### config.mk
export PLATFORM = sky130hd
export DESIGN_NAME = q2_panel_seq_flat
export DESIGN_NICKNAME = d
export VERILOG_FILES = /design/src/rtl/q2_panel_seq_if.sv /design/src/rtl/q2_panel_seq.sv /design/src/flat_wrapper.sv
export SDC_FILE = /design/constraint.sdc
export NUM_CORES = 1
export LEC_CHECK = 0
export BUFFER_PORTS_ARGS = -buffer_cell sky130_fd_sc_hd__buf_4
export CAP_MARGIN = 20
export CORE_MARGIN = 8
export CORE_UTILIZATION = 50
export CTS_BUF_LIST = sky130_fd_sc_hd__clkbuf_2
export CTS_CLUSTER_DIAMETER = 150
export CTS_CLUSTER_SIZE = 40
export DETAILED_ROUTE_END_ITERATION = 7
export GPL_ROUTABILITY_DRIVEN = 0
export PLACE_DENSITY = 0.82
export SYNTH_ARGS = -nofsm -noshare
export SYNTH_HDL_FRONTEND = slang
export SYNTH_SLANG_ARGS = --single-unit
### constraint.sdc
create_clock -name clk -period 2.6 [get_ports clk]
set_input_delay 0.52 -clock clk [delete_from_list [all_inputs] [get_ports clk]]
set_output_delay 0.52 -clock clk [all_outputs]
set_load 0.05 [all_outputs]
### src/rtl/q2_panel_seq_if.sv
// q2_panel_seq_if -- shared memory/IO bus between the CPU and the front-panel
// sequencer.
//   cpu_req, cpu_we          CPU bus request and write qualifier
//   cpu_addr, cpu_wdata      CPU address and write data (12 bits each)
//   cpu_gnt                  CPU owns the bus this cycle
//   abus, wdata              muxed bus address and write data (12 bits each)
//   nwrm                     active-low memory write strobe
// The sequencer connects through the slave modport.
// The CPU side and the bench connect through the master modport.
interface q2_panel_seq_if;
    logic        cpu_req;
    logic        cpu_we;
    logic [11:0] cpu_addr;
    logic [11:0] cpu_wdata;
    logic        cpu_gnt;
    logic [11:0] abus;
    logic [11:0] wdata;
    logic        nwrm;

    modport master (
        output cpu_req, cpu_we, cpu_addr, cpu_wdata,
        input  cpu_gnt, abus, wdata, nwrm
    );

    modport slave (
        input  cpu_req, cpu_we, cpu_addr, cpu_wdata,
        output cpu_gnt, abus, wdata, nwrm
    );
endinterface

### src/rtl/q2_panel_seq.sv
// q2_panel_seq -- front-panel deposit / increment-PC sequencer with CPU bus
// arbitration.
// The four momentary switches are debounced and converted to rising-edge
// events. The events drive the run flip-flop and a deposit/increment state
// machine. That state machine steals the bus from the CPU.
//   clk, rst                 single clock; synchronous active-high reset
//   bus (slave)              CPU request side and muxed bus outputs
//   sw[11:0]                 deposit data switches (not debounced)
//   dep_sw, incp_sw          raw deposit / increment-PC switches
//   start_sw, stop_sw        raw start / stop switches
//   halt                     CPU halt level
//   p[11:0]                  current program counter
//   incp                     one-cycle PC increment pulse
//   run                      registered CPU run enable
//   busy                     sequencer active or panel operation pending
module q2_panel_seq #(
    parameter int DEBOUNCE = 4,
    parameter int STARVE   = 15
) (
    input  logic                 clk,
    input  logic                 rst,
    q2_panel_seq_if.slave        bus,
    input  logic [11:0]          sw,
    input  logic                 dep_sw,
    input  logic                 incp_sw,
    input  logic                 start_sw,
    input  logic                 stop_sw,
    input  logic                 halt,
    input  logic [11:0]          p,
    output logic                 incp,
    output logic                 run,
    output logic                 busy
);

    localparam logic [3:0] DEB_C    = 4'(DEBOUNCE);
    localparam logic [3:0] STARVE_C = 4'(STARVE);

    typedef enum logic [1:0] {
        IDLE   = 2'd0,
        DEP_WR = 2'd1,
        INC    = 2'd2
    } state_t;

    // Bit order of the switch vectors: 0 dep, 1 incp, 2 start, 3 stop
    logic [3:0] raw_s;
    logic [3:0] db_r;
    logic [3:0] db_prev_r;
    logic [3:0] cnt_r [4];

    logic dep_ev_s, incp_ev_s, start_ev_s, stop_ev_s;

    state_t     state_r, state_nxt_s;
    logic       pend_dep_r, pend_dep_nxt_s;
    logic       pend_inc_r, pend_inc_nxt_s;
    logic [3:0] wait_r, wait_nxt_s;
    logic       run_r;

    logic        acc_dep_s, acc_inc_s;
    logic        want_dep_s, want_inc_s;
    logic        gnt_s, nwrm_s, incp_s;
    logic [11:0] abus_s, wdata_s;

    assign raw_s = {stop_sw, start_sw, incp_sw, dep_sw};

    // Debouncers: count disagreeing cycles and adopt the raw level once it has been stable for DEBOUNCE cycles
    always_ff @(posedge clk) begin
        if (rst) begin
            db_r      <= 4'b0000;
            db_prev_r <= 4'b0000;
            for (int i = 0; i < 4; i++) begin
                cnt_r[i] <= 4'd0;
            end
        end else begin
            for (int i = 0; i < 4; i++) begin
                if (raw_s[i] == db_r[i]) begin
                    cnt_r[i] <= 4'd0;
                end else if ((cnt_r[i] + 4'd1) == DEB_C) begin
                    db_r[i]  <= raw_s[i];
                    cnt_r[i] <= 4'd0;
                end else begin
                    cnt_r[i] <= cnt_r[i] + 4'd1;
                end
            end
            db_prev_r <= db_r;
        end
    end

    // Only rising edges of the debounced levels produce events
    assign dep_ev_s   = db_r[0] & ~db_prev_r[0];
    assign incp_ev_s  = db_r[1] & ~db_prev_r[1];
    assign start_ev_s = db_r[2] & ~db_prev_r[2];
    assign stop_ev_s  = db_r[3] & ~db_prev_r[3];

    // Run flip-flop: stop and halt take priority over start
    always_ff @(posedge clk) begin
        if (rst) begin
            run_r <= 1'b0;
        end else if (stop_ev_s || halt) begin
            run_r <= 1'b0;
        end else if (start_ev_s) begin
            run_r <= 1'b1;
        end else begin
            run_r <= run_r;
        end
    end

    // State, pending bits and wait counter registers
    always_ff @(posedge clk) begin
        if (rst) begin
            state_r    <= IDLE;
            pend_dep_r <= 1'b0;
            pend_inc_r <= 1'b0;
            wait_r     <= 4'd0;
        end else begin
            state_r    <= state_nxt_s;
            pend_dep_r <= pend_dep_nxt_s;
            pend_inc_r <= pend_inc_nxt_s;
            wait_r     <= wait_nxt_s;
        end
    end

    // Next-state and bus mux. An accepted event counts as pending in its own cycle.
    // This lets a deposit with an idle bus reach DEP_WR on the following cycle.
    always_comb begin
        acc_dep_s  = dep_ev_s & (state_r == IDLE) & ~pend_dep_r & ~pend_inc_r;
        acc_inc_s  = incp_ev_s & ~dep_ev_s & (state_r == IDLE) & ~pend_dep_r & ~pend_inc_r;
        want_dep_s = pend_dep_r | acc_dep_s;
        want_inc_s = pend_inc_r | acc_inc_s;

        state_nxt_s    = state_r;
        pend_dep_nxt_s = pend_dep_r;
        pend_inc_nxt_s = pend_inc_r;
        wait_nxt_s     = wait_r;
        gnt_s          = 1'b0;
        nwrm_s         = 1'b1;
        incp_s         = 1'b0;
        abus_s         = 12'h000;
        wdata_s        = 12'h000;

        case (state_r)
            IDLE: begin
                gnt_s          = bus.cpu_req;
                abus_s         = bus.cpu_addr;
                wdata_s        = bus.cpu_wdata;
                nwrm_s         = ~(bus.cpu_req & bus.cpu_we);
                pend_dep_nxt_s = want_dep_s;
                pend_inc_nxt_s = want_inc_s;
                if (want_dep_s || want_inc_s) begin
                    if (!bus.cpu_req || (wait_r == STARVE_C)) begin
                        state_nxt_s = want_dep_s ? DEP_WR : INC;
                    end else begin
                        // Reaching STARVE forces the transition above, so this cannot pass STARVE
                        wait_nxt_s = wait_r + 4'd1;
                    end
                end else begin
                    wait_nxt_s = 4'd0;
                end
            end
            DEP_WR: begin
                abus_s         = p;
                wdata_s        = sw;
                nwrm_s         = 1'b0;
                pend_dep_nxt_s = 1'b0;
                state_nxt_s    = INC;
            end
            INC: begin
                abus_s         = p;
                wdata_s        = sw;
                incp_s         = 1'b1;
                pend_inc_nxt_s = 1'b0;
                wait_nxt_s     = 4'd0;
                state_nxt_s    = IDLE;
            end
            default: begin
                pend_dep_nxt_s = 1'b0;
                pend_inc_nxt_s = 1'b0;
                wait_nxt_s     = 4'd0;
                state_nxt_s    = IDLE;
            end
        endcase
    end

    // While rst is high the bus reads as idle, whatever the current state
    assign bus.cpu_gnt = rst ? 1'b0    : gnt_s;
    assign bus.abus    = rst ? 12'h000 : abus_s;
    assign bus.wdata   = rst ? 12'h000 : wdata_s;
    assign bus.nwrm    = rst ? 1'b1    : nwrm_s;
    assign incp        = rst ? 1'b0    : incp_s;
    assign busy        = rst ? 1'b0    : ((state_r != IDLE) | pend_dep_r | pend_inc_r);
    assign run         = run_r;

endmodule

### src/flat_wrapper.sv
// flat-port wrapper written by rule: the top's interface ports become plain ports
module q2_panel_seq_flat 
#(
    parameter int DEBOUNCE = 4,
    parameter int STARVE   = 15
)
  (clk, rst, sw, dep_sw, incp_sw, start_sw, stop_sw, halt, p, incp, run, busy, bus_cpu_req, bus_cpu_we, bus_cpu_addr, bus_cpu_wdata, bus_cpu_gnt, bus_abus, bus_wdata, bus_nwrm);
  q2_panel_seq_if bus_i ();
  input  logic clk;
  input  logic rst;
  input  logic [11:0] sw;
  input  logic dep_sw;
  input  logic incp_sw;
  input  logic start_sw;
  input  logic stop_sw;
  input  logic halt;
  input  logic [11:0] p;
  output logic incp;
  output logic run;
  output logic busy;
  input wire logic [$bits(bus_i.cpu_req)-1:0] bus_cpu_req;
  input wire logic [$bits(bus_i.cpu_we)-1:0] bus_cpu_we;
  input wire logic [$bits(bus_i.cpu_addr)-1:0] bus_cpu_addr;
  input wire logic [$bits(bus_i.cpu_wdata)-1:0] bus_cpu_wdata;
  output wire logic [$bits(bus_i.cpu_gnt)-1:0] bus_cpu_gnt;
  output wire logic [$bits(bus_i.abus)-1:0] bus_abus;
  output wire logic [$bits(bus_i.wdata)-1:0] bus_wdata;
  output wire logic [$bits(bus_i.nwrm)-1:0] bus_nwrm;
  assign bus_i.cpu_req = bus_cpu_req;
  assign bus_i.cpu_we = bus_cpu_we;
  assign bus_i.cpu_addr = bus_cpu_addr;
  assign bus_i.cpu_wdata = bus_cpu_wdata;
  assign bus_cpu_gnt = bus_i.cpu_gnt;
  assign bus_abus = bus_i.abus;
  assign bus_wdata = bus_i.wdata;
  assign bus_nwrm = bus_i.nwrm;
  q2_panel_seq #(.DEBOUNCE(DEBOUNCE), .STARVE(STARVE)) u_core (.clk(clk), .rst(rst), .bus(bus_i), .sw(sw), .dep_sw(dep_sw), .incp_sw(incp_sw), .start_sw(start_sw), .stop_sw(stop_sw), .halt(halt), .p(p), .incp(incp), .run(run), .busy(busy));
endmodule
-- After elaboration in Yosys (flattened, before gate mapping)
Memory sizes are Yosys's and may differ from the RTL's.
Cells that the tools add are included.
- bits in registers: 17
- RAM bits: 16
- input bits: 57
- output and inout bits: 29
- memories kept: 1
- $add $sub $neg: 5
- equality and inequality tests: 14
- mux-type cells: 78
- bitwise operators: 41
- reductions and logical operators: 14
- memory list (memory ; depth ; width ; rd ports ; clocked after memory_dff ; write ports ; line ; RTL):
    u_core.cnt_r ; 4 ; 4 ; 4 ; 0 ; 4 ; q2_panel_seq.sv:48 ; logic [3:0] cnt_r [4];
- operators with widths (cell ; count):
    4-bit two-way mux ; 14
    1-bit two-way mux ; 52
    12-bit one-hot mux with 2 select lines ; 2
    12-bit two-way mux ; 2
    4-bit by 1-bit adder with 4-bit output (second input constant) ; 5
    4-bit by 3-bit == test with 1-bit output (second input constant) ; 4
    1-bit bitwise OR ; 16
    1-bit NOT ; 13
    1-bit AND ; 12
    2-bit AND reduction ; 6
    4-bit one-hot mux with 2 select lines ; 1
    2-bit two-way mux ; 3
    1-bit one-hot mux with 2 select lines ; 3
    1-bit == test ; 4
    4-bit == test (second input constant) ; 1
    2-bit inequality test (second input constant) ; 2
    2-bit one-hot mux with 2 select lines ; 1
    2-bit OR reduction ; 2
    1-bit logical OR ; 3
    3-bit inequality test (second input constant) ; 1
    2-bit by 1-bit == test with 1-bit output (second input constant) ; 1
    2-bit == test (second input constant) ; 1
    2-bit logical NOT ; 1
    2-bit nonzero test ; 1
    1-bit logical NOT ; 1

-- Longest topological paths before layout
Gate-level depths: netlist of the first run.
- depth in word-level cells: 11
- mapped depth: 7
- gate-level depth less buffers: 6

-- Worst setup path after synthesis of the first run
No wires, ideal clock.
- kind: input port to output port
- start: input port rst
- end: output port bus_cpu_gnt
- arrival time: 2084 ps
- required time: 2080 ps
- slack: -4 ps
- stages: 3
- buffers on the path: 2
- cell sequence: clkbuf_1 -> buf_1 -> nor3b_1
- cells in the longest elaborated chain, start to end: 1
- ends and longest elaborated chain (item ; line ; RTL):
    start: declaration ; flat_wrapper.sv:10 ; input logic rst;
    1-bit two-way mux ; q2_panel_seq.sv:184 ; assign bus.cpu_gnt = rst ? 1'b0 : gnt_s;
    end: declaration ; flat_wrapper.sv:25 ; output wire logic [$bits(bus_i.cpu_gnt)-1:0] bus_cpu_gnt;
Every way passes these cells.

-- Worst setup path in the final report of the first run
- start: register u_core.state_r[0]
- end: output port bus_wdata[4]
- cells in the longest elaborated chain, start to end: 4
- ends and longest elaborated chain (item ; line ; RTL):
    start: declaration ; q2_panel_seq.sv:52 ; state_t state_r, state_nxt_s;
    start signal: assignment ; q2_panel_seq.sv:115 ; state_r <= state_nxt_s;
    2-bit == test or 2-bit by 1-bit == test with 1-bit output (tied branches) ; q2_panel_seq.sv:140 ; case (state_r)
    2-bit OR reduction (no source line) ; n/a ;
    12-bit one-hot mux with 2 select lines (*) ; q2_panel_seq.sv:140 ;
    12-bit two-way mux (*) ; q2_panel_seq.sv:186 ; assign bus.wdata = rst ? 12'h000 : wdata_s;
    end: declaration ; flat_wrapper.sv:27 ; output wire logic [$bits(bus_i.wdata)-1:0] bus_wdata;
Every way passes the cells marked *; elsewhere a longest branch is shown, timed or not.

==> metrics, run 1 <==
final hold viol count 0; antenna violations before repair 0; hold_ws 304 ps; Final #Nets 412; Syn Std Cell Area 2190 sq um; Simple-Gate Fraction of Synth Area 22.3%; Ant. Diodes 0; Layout Skew 7.48 ps; pwr dens 536 nW/um^2; flops & latches, synth 33; RR Startpoint u_core.state_r[0]$_SDFFE_PP0P_; Fillers 351; Yosys top cell area share 21.9%; Worst Setup Start Kind register; Post-Route Setup TNS 0 ps; Worst Hold Class primary input to register; CTS clk-pin slew, worst paths 160 ps; largest family of logic cells by synthesized area compound AO/OA/AOI/OAI gates; Synth Area in XOR/XNOR 3.19%; drt first pass iters 4; Sw Ratio 38.9%; Post-Synth Adder-Cell Area 7.41%; Crit Path Category register to output pin; mux share of post-synthesis cell area 2.05%; share of cells above drive strength 1 32.4%; initial core utilization 51.1%; vias in the first global route 2,047; final setup vio count 0; main flop type after synthesis dfxtp_1; H-Tree Depth 2; critical hold path startpoint halt; Post-CTS Setup Inserts 0; CTS tree yes; Skew-Pair Late Insertion Delay 370 ps; final wirelength 5990 um; vias per cell 5.41; Post-synth EDFFs 16; Synth area leaders edfxtp_1 (22%), dfxtp_1 (16%), a22oi_1 (8.6%); Comb power frac 42.3%; Worst Path Arrival 1900 ps; Fmax achieved 414 MHz; first-pass GRT wire length 9660 um; die height 82.3 um; max_slew headroom 55.4%; net switching power figure 0.000626 W; hold_buf cts 0; total gr overflow 0; port buffer count 85; Core Box Area 4290 sq um; Final Core Density 69.9%; CTS resizes 0; CTS Buffer Depth 2; cells after synthesis 243; clock share of power 20.8%; GR Util All Layers 18.2%; CP endpoint kind output pin; period utilisation layout 92.9%; Residual DRC 0; Worst VDD drop 0.359 mV; Area Growth Syn to Fin 36.8%; post-route ant nets 0; Final WS setup 183 ps; Yosys top cell by area edfxtp_1; die area 6770 sq um; HPWL after DPL 4710 um; total CTS buffers 5; RSZ-0062 raised after global routing no; row cnt 24; Seq/Total Area, Yosys 37.4%; Worst-Margin Slew 653 ps; YS warnings 0; CP startpoint u_core.state_r[0]$_SDFFE_PP0P_; via count 2,135; width of the die 82.3 um; DRT iter0 DRCs 141; share of power burned in registers 36.9%; DP Worst Slack 506 ps; ys async rst share 0%; largest net degree at the start of global routing 32; # IOs 86; Avg Inst Size Synth 9.03 sq um; internal power 0.000984 W; CP Max Fanout 24; CTS sink cnt 33; WL/cell 15.2 um; Worst EP required 2080 ps; post-synthesis cell type count 45; Final Max Tran Viols 0; outcome finished, final reports clean; CTS Root Buffer Type clkbuf_2; Synth Area in Compound Gates 22.5%; max_cap viols 0; LEAKAGE 1.37 nW; minimum clock period 2420 ps
==> worst paths after layout <==
path	end	slack (ps)	cells past startpoint
worst max-delay path	bus_wdata[4]	180	6
worst min-delay path	u_core.run$_SDFFE_PP0P_	300	2
worst max register to register	u_core.wait_r[3]$_SDFFE_PP0P_	570	6
worst min register to register	u_core.run$_SDFFE_PP0P_	480	2
==> power by group through the flow <==
stage	registers (W)	clock network, W	logic, W
2_1_floorplan	0.000599	0	0.000466
3_3_place_gp	0.000603	0	0.000668
3_5_place_dp	0.000605	0	0.000676
4_1_cts	0.000594	0.000343	0.000678
5_1_grt	0.000599	0.000364	0.000736
6_report	0.000594	0.000335	0.000680
==> kinds of logic (layout without fill, tap and decap cells) <==
kind of cell / Yosys count / count (layout)
fa+ha+maj: 13 / 13
other cells: 1 / 16
buf+inv: 27 / 112
xor+xnor: 8 / 8
simple gates: 91 / 91
mux: 4 / 4
compound gates: 66 / 66
flops: 33 / 33
==> state kept, by name, summed over array words and instances (netlist names) <==
register and flops:
u_core.cnt_r 16, u_core.db_prev_r 4, u_core.db_r 4, u_core.pend_dep_r 1, u_core.pend_inc_r 1, u_core.run 1, u_core.state_r 2, u_core.wait_r 4
==> worst max-delay path, stage by stage (launching register included) <==
cell and delay, ps:
dfxtp_1 420, inv_1 90, ha_2 310, buf_4 250, a22oi_1 130, nor2_1 110
buf_4 220
==> cell type report <==
cell class / count / area [sq um] / share of cell area [%]
Tap cell: 52 / 65.1 / 2.17
Multi-Input combinational cell: 198 / 1330 / 44.2
Timing Repair Buffer: 89 / 668 / 22.3
Sequential cell: 33 / 821 / 27.3
Clock buffer: 6 / 30.0 / 1.00
Clock inverter: 2 / 33.8 / 1.13
Inverter: 15 / 56.3 / 1.88
==> layer usage <==
metal / track usage (%) / part of all wire [%] / up-vias
li1: - / - / 1073
met1: 20.5 / 42 / 981
met2: 32.7 / 49 / 74
met3: 4.98 / 8.2 / 7
met4: 4.91 / 1.2 / 0
met5: 0 / 0 / -
==> cell usage after synthesis, types with 2 or more instances <==
cell type	instances
edfxtp_1	16
dfxtp_1	17
or2_2	2
a21oi_1	9
or3b_2	3
ha_1	13
nand3_1	11
xnor2_1	4
or3_1	2
nand2b_1	11
clkbuf_1	9
and3b_1	4
xor2_1	4
nor2b_1	9
o31ai_1	3
buf_1	2
inv_1	15
nor3_1	5
a211oi_1	2
a21boi_0	4
nor2_1	35
a211o_1	5
a22oi_1	25
mux2_2	4
nand2_1	5
o32ai_1	3
a2111oi_0	2
and4bb_4	2
==> stage by stage <==
| step | power [W] | std cells | cell area [sq um] |
|---|---|---|---|
| after CTS | 0.00162 | 395 | 3000 |
| after global routing | 0.00170 | 395 | 3000 |
| after global placement | 0.00127 | 387 | 2940 |
| after floorplan | 0.00106 | 258 | 2260 |
| final | 0.00161 | 395 | 3000 |
| after detailed placement | 0.00128 | 387 | 2940 |
==> placed cells by master, fill, tap and decap left out, drive strengths merged, types with 2 or more instances in the layout <==
cell type  count
a22oi         25
nand2          5
nor2          35
ha            13
a2111oi        2
and4bb         2
a21boi         4
nor3           5
a211oi         2
o31ai          3
or3b           3
o32ai          3
dfxtp         17
and3b          4
nand3         11
xor2           4
conb          16
a211o          5
nor2b          9
a21oi         10
nand2b        11
mux2           4
or2            2
buf           89
o21ai          2
clkbuf         6
inv           15
xnor2          4
or3            2
edfxtp        16
(Power assumes the default switching activity.)
==> run 2: changes to the inputs <==
ABC_AREA = 1   (was default)
PLACE_DENSITY = 0.81   (was 0.82)
==> metrics, run 2 <==
DRT iter0 DRCs 58 (-59%); Reg2Reg Depth 8 (+2); Worst Hold Class primary input to register; RR Startpoint u_core.state_r[0]$_SDFFE_PP0P_; final setup vio count 0 (unchanged); Buf+Inv Stages, Crit Path 3 (unchanged); cells after synthesis 275 (+13%); Fmax achieved 419 MHz (+1.2%); Yosys top cell area share 21.3% (-0.55 points); outcome finished, final reports clean; largest net degree at the start of global routing 25 (-22%); die height 83.1 um (+1.0%); first-pass GRT wire length 9060 um (-6.2%); CP peak stage delay 410 ps (about the same); highest metal used met4; R2R Path End u_core.state_r[0]$_SDFFE_PP0P_; ys async rst share 0% (unchanged); Post-synth EDFFs 16 (unchanged); minimum clock period 2390 ps (-27.5 ps); Syn Std Cell Area 2250 sq um (+2.6%); via count 2,059 (-3.6%); crit path cell chain inv_1 -> ha_2 -> buf_4 -> nand2_1 -> a21oi_1 -> buf_4; final wirelength 5490 um (-8.4%); Area Growth Syn to Fin 34.7%; # IOs 86 (unchanged); CP Max Fanout 24 (unchanged); Yosys top cell by area edfxtp_1; Metal-1 WL 2210 um (-12%); Core Box Area 4350 sq um (+1.4%); CP startpoint u_core.state_r[1]$_SDFFE_PP0P_; vias per cell 4.80 (-11%); Ant. Diodes 0 (unchanged); total gr overflow 0 (unchanged); die area 6900 sq um (+2.1%); post-route ant nets 0 (unchanged); flops & latches, synth 33 (unchanged); Worst Setup Start Kind register; reg-to-reg slack, setup 900 ps (+330 ps); Seq/Total Area, Yosys 36.5% (-0.94 points); max_cap viols 0 (unchanged); WL met2 3010 um (+2.9%); total CTS buffers 5 (unchanged); Synth area leaders edfxtp_1 (21%), dfxtp_1 (15%), nand2_1 (10%); port buffer count 85 (unchanged); GR Util All Layers 15.4% (-2.8 points); most frequent cells after synthesis nand2_1 (60), nor2_1 (27), a21oi_2 (22), nand3_1 (22), inv_1 (18); most frequent cells in the layout buf_4 (90), nand2_1 (60), nor2_1 (26); H-Tree Depth 2 (unchanged); period utilisation layout 91.9% (-1.1 points); most flop-heavy register u_core.cnt_r; Skew-Pair Late Insertion Delay 350 ps (-20 ps); CP endpoint kind output pin; row cnt 24 (unchanged); CTS clk-pin slew, worst paths 160 ps (about the same); WL/cell 12.8 um (-16%); Residual DRC 0 (unchanged); met3 wire length 207 um (-58%); Crit Path Category register to output pin; CTS Root Buffer Type clkbuf_2; Critical Path End bus_wdata[11]; antenna violations before repair 0 (unchanged); CTS tree yes; YS warnings 0 (unchanged); main flop type after synthesis dfxtp_1; Worst VDD drop 0.404 mV (+12%); Crit path depth 6 (unchanged); Final Max Tran Viols 0 (unchanged); share of cells above drive strength 1 38.7% (+6.4 points); Post-Route Setup TNS 0 ps (unchanged); Worst Path Arrival 1870 ps (-30 ps); HPWL after DPL 4370 um (-7.3%); CP delay by family, top buffers and inverters; drt first pass iters 4 (unchanged); vias in the first global route 1,937 (-5.4%); Final #Nets 446 (+8.3%); most frequent CP cell buf_4; pwr dens 720 nW/um^2 (+34%); width of the die 83.1 um (+1.0%); Layout Skew 7.79 ps (+0.308 ps); max reg flops 16 (unchanged); CTS sink cnt 33 (unchanged); CTS Buffer Depth 2 (unchanged); Post-CTS Setup Inserts 0 (unchanged); initial core utilization 51.7% (+0.59 points); final hold viol count 0 (unchanged); top-count cell post-synth nand2_1; Avg Inst Size Synth 8.19 sq um (-9.4%); post-synthesis cell type count 33 (-27%); most common cell after layout, fill and taps aside buf_4; Total Power 0.00218 W (+36%); crit path max-delay cell type dfxtp_1; Worst EP required 2080 ps (about the same); RSZ-0062 raised after global routing no; LEAKAGE 1.49 nW (+9.0%)
[run 2: changes by cell type in the layout (fill, tap and decap cells not counted), moves of 8 or more]
cell / previous run / this run
a22oi_1: 25 / 0
nor2b_1: 9 / 0
inv_2: 0 / 12
nor2_1: 35 / 26
nand2b_1: 11 / 0
nand2_1: 5 / 60
a21oi_2: 1 / 22
o21ai_1: 1 / 9
nand3_1: 11 / 22
[run 2: report_power, final]
group	total, W	switching, W	internal [W]
Clock	0.000334	0.000169	0.000164
Sequential	0.000640	0.0000432	0.000596
Combinational	0.00121	0.000800	0.000409
Total	0.00218	0.00101	0.00117
[run 2: kinds of logic after synthesis]
family	synth area share (%)
AOI/OAI and AO/OA	15.6
xor gates and xnor gates	4.28
adders and majority gates	7.23
buffers and inverters	10.3
DFF	36.5
other	0.167
and+or+nand+nor	26.0
[run 2: how the worst min path moves through the flow]
stage | endpoint | cells past startpoint | from
floorplan | u_core.db_prev_r[2]$_SDFF_PP0_ | 2 | u_core.db_r[2]$_SDFFE_PP0P_
global placement | u_core.db_prev_r[2]$_SDFF_PP0_ | 2 | u_core.db_r[2]$_SDFFE_PP0P_
detailed placement | u_core.db_prev_r[2]$_SDFF_PP0_ | 2 | u_core.db_r[2]$_SDFFE_PP0P_
CTS | u_core.run$_SDFFE_PP0P_ | 2 | halt
global route | u_core.run$_SDFFE_PP0P_ | 2 | halt
finish | u_core.run$_SDFFE_PP0P_ | 2 | halt
[run 2: metrics by stage]
stage / util, % / hold slack, ps / instances / worst slack [ps] / area, sq um
detailed placement: 68.1 / 458 / 421 / 525 / 2970
CTS: 69.6 / 302 / 429 / 134 / 3030
floorplan: - / 437 / 290 / 128 / 2310
global route: 69.7 / 285 / 429 / 19.6 / 3030
global placement: 68.1 / 455 / 421 / 530 / 2970
finish: 69.7 / 318 / 429 / 211 / 3030
[run 2: final cells by class]
type	count	area, sq um
repair buffers	90	676
well taps	52	65.1
clock inverters	2	33.8
multi-input cells	214	1260
clock buffers	6	30.0
fillers	340	1320
inverters	32	148
flip-flops and latches	33	821
[run 2: routing by layer]
metal,GRT usage (%),vias up
li1,-,1085
met1,16.9,927
met2,28.6,40
met3,4.00,7
met4,3.51,0
met5,0,-
[run 2: repair_timing]
action                     in CTS  in global routing
setup endpoints to repair       0                  9
gates resized for setup         0                  1
hold buffers                    0                  0
==> run 3: changes to the inputs <==
PLACE_DENSITY = default   (was 0.81)
PLACE_DENSITY_LB_ADDON = 0.05   (was default)
==> metrics, run 3 (synthesis gave the netlist of run 2 again) <==
outcome finished, final reports clean; period utilisation layout 90.6% (-1.3 points); width of the die 83.1 um (unchanged); most frequent CP cell buf_4; Worst Path Arrival 1830 ps (-40 ps); most frequent cells in the layout buf_4 (89), nand2_1 (60), nor2_1 (26); vias per cell 4.66 (-2.9%); crit path max-delay cell type dfxtp_1; total gr overflow 0 (unchanged); max reg flops 16 (unchanged); DP Area 2960 sq um (-0.25%); CP peak stage delay 420 ps (about the same); drt first pass iters 4 (unchanged); most common cell after layout, fill and taps aside buf_4; Core Box Area 4350 sq um (unchanged); CTS clk-pin slew, worst paths 180 ps (+20 ps); Fillers 378 (+11%); DRT iter0 DRCs 42 (-28%); Worst Setup Start Kind register; row cnt 24 (unchanged); final wirelength 5290 um (-3.6%); die height 83.1 um (unchanged); Ant. Diodes 0 (unchanged); first-pass GRT wire length 9200 um (+1.5%); die area 6900 sq um (unchanged); antenna violations before repair 0 (unchanged); WL/cell 12.4 um (-3.3%); Skew-Pair Late Insertion Delay 370 ps (+20 ps); CP delay by family, top buffers and inverters; Area Growth Syn to Fin 34.3%; port buffer count 85 (unchanged); # IOs 86 (unchanged); CP Max Fanout 24 (unchanged); max_cap viols 0 (unchanged); Worst EP required 2080 ps (about the same); H-Tree Depth 2 (unchanged); GR Util All Layers 15.6% (+0.17 points); total CTS buffers 5 (unchanged); via count 1,994 (-3.2%); Post-CTS Setup Inserts 0 (unchanged); Final #Nets 445 (-0.22%); Final Cell Area 3020 sq um (-0.33%); most flop-heavy register u_core.cnt_r; CTS sink cnt 33 (unchanged); Fmax achieved 425 MHz (+1.4%); Buf+Inv Stages, Crit Path 3 (unchanged); minimum clock period 2350 ps (-34.1 ps); hold_buf cts 0 (unchanged); initial core utilization 51.7% (unchanged); Total Power 0.00217 W (-0.77%); CTS Root Buffer Type clkbuf_2; largest net degree at the start of global routing 25 (unchanged); Residual DRC 0 (unchanged); crit path cell chain inv_1 -> ha_1 -> buf_4 -> nand2_1 -> a21oi_2 -> buf_4; CTS Buffer Depth 2 (unchanged); final hold viol count 0 (unchanged); post-route ant nets 0 (unchanged); Worst Hold Class primary input to register; Crit Path Category register to output pin; CP endpoint kind output pin; RSZ-0062 raised after global routing no; Layout Skew 18.5 ps (+10.7 ps); CTS resizes 0 (unchanged); Worst VDD drop 0.391 mV (-3.1%); vias in the first global route 2,049 (+5.8%); HPWL after DPL 4250 um (-2.6%); Final Max Tran Viols 0 (unchanged); LEAKAGE 1.49 nW (-0.22%); Post-Route Setup TNS 0 ps (unchanged); share of cells above drive strength 1 38.3% (-0.43 points); CTS tree yes; pwr dens 717 nW/um^2 (-0.44%); final setup vio count 0 (unchanged)
==> run 3: cell types whose count changed in the layout (fill, tap and decap cells not counted), sizes merged <==
cell  change
buf       -1
==> run 3: stage by stage <==
| stage | util [%] | hold WS (ps) | setup WS, ps | cells |
|---|---|---|---|---|
| 6_report | 69.4 | 307 | 245 | 428 |
| 5_1_grt | 69.4 | 278 | 47.7 | 428 |
| 4_1_cts | 69.4 | 281 | 213 | 428 |
| 3_5_place_dp | 68.0 | 453 | 509 | 420 |
| 3_3_place_gp | 68.0 | 451 | 532 | 420 |
| 2_1_floorplan | - | 437 | 128 | 290 |
==> run 3: worst paths after layout <==
check                                               startpoint                              to  depth (start not counted)  slack, ps
worst max-delay path            u_core.state_r[1]$_SDFFE_PP0P_                     bus_abus[6]                          6        250
worst min-delay path                                      halt         u_core.run$_SDFFE_PP0P_                          2        310
worst min register to register     u_core.db_r[2]$_SDFFE_PP0P_  u_core.db_prev_r[2]$_SDFF_PP0_                          2        470
worst max register to register  u_core.state_r[1]$_SDFFE_PP0P_   u_core.wait_r[0]$_SDFFE_PP0P_                          9        970
==> run 3: cell type report <==
| class | count | area (sq um) | share of cell area, % |
|---|---|---|---|
| clock inverter | 2 | 33.8 | 1.12 |
| tap | 52 | 65.1 | 2.15 |
| multi-input combinational | 214 | 1260 | 41.6 |
| timing repair buffer | 89 | 668 | 22.1 |
| inverter | 32 | 148 | 4.88 |
| sequential | 33 | 821 | 27.2 |
| clock buffer | 6 | 30.0 | 0.993 |
==> run 3: power by group <==
group / leakage [nW] / switching [W] / internal (W) / total [W]
logic: 1.14 / 0.000794 / 0.000394 / 0.00119
registers: 0.302 / 0.0000423 / 0.000596 / 0.000639
clock network: 0.0406 / 0.000175 / 0.000164 / 0.000339
==> run 3: layer usage <==
layer | vias to the layer above | track usage, % | routed length [um] | part of all wire (%)
met2 | 36 | 29.0 | 2780 | 53
met1 | 868 | 16.4 | 2210 | 42
li1 | 1082 | - | - | -
met5 | - | 0 | 0 | 0
met3 | 8 | 3.81 | 199 | 3.8
met4 | 0 | 5.59 | 100 | 1.9
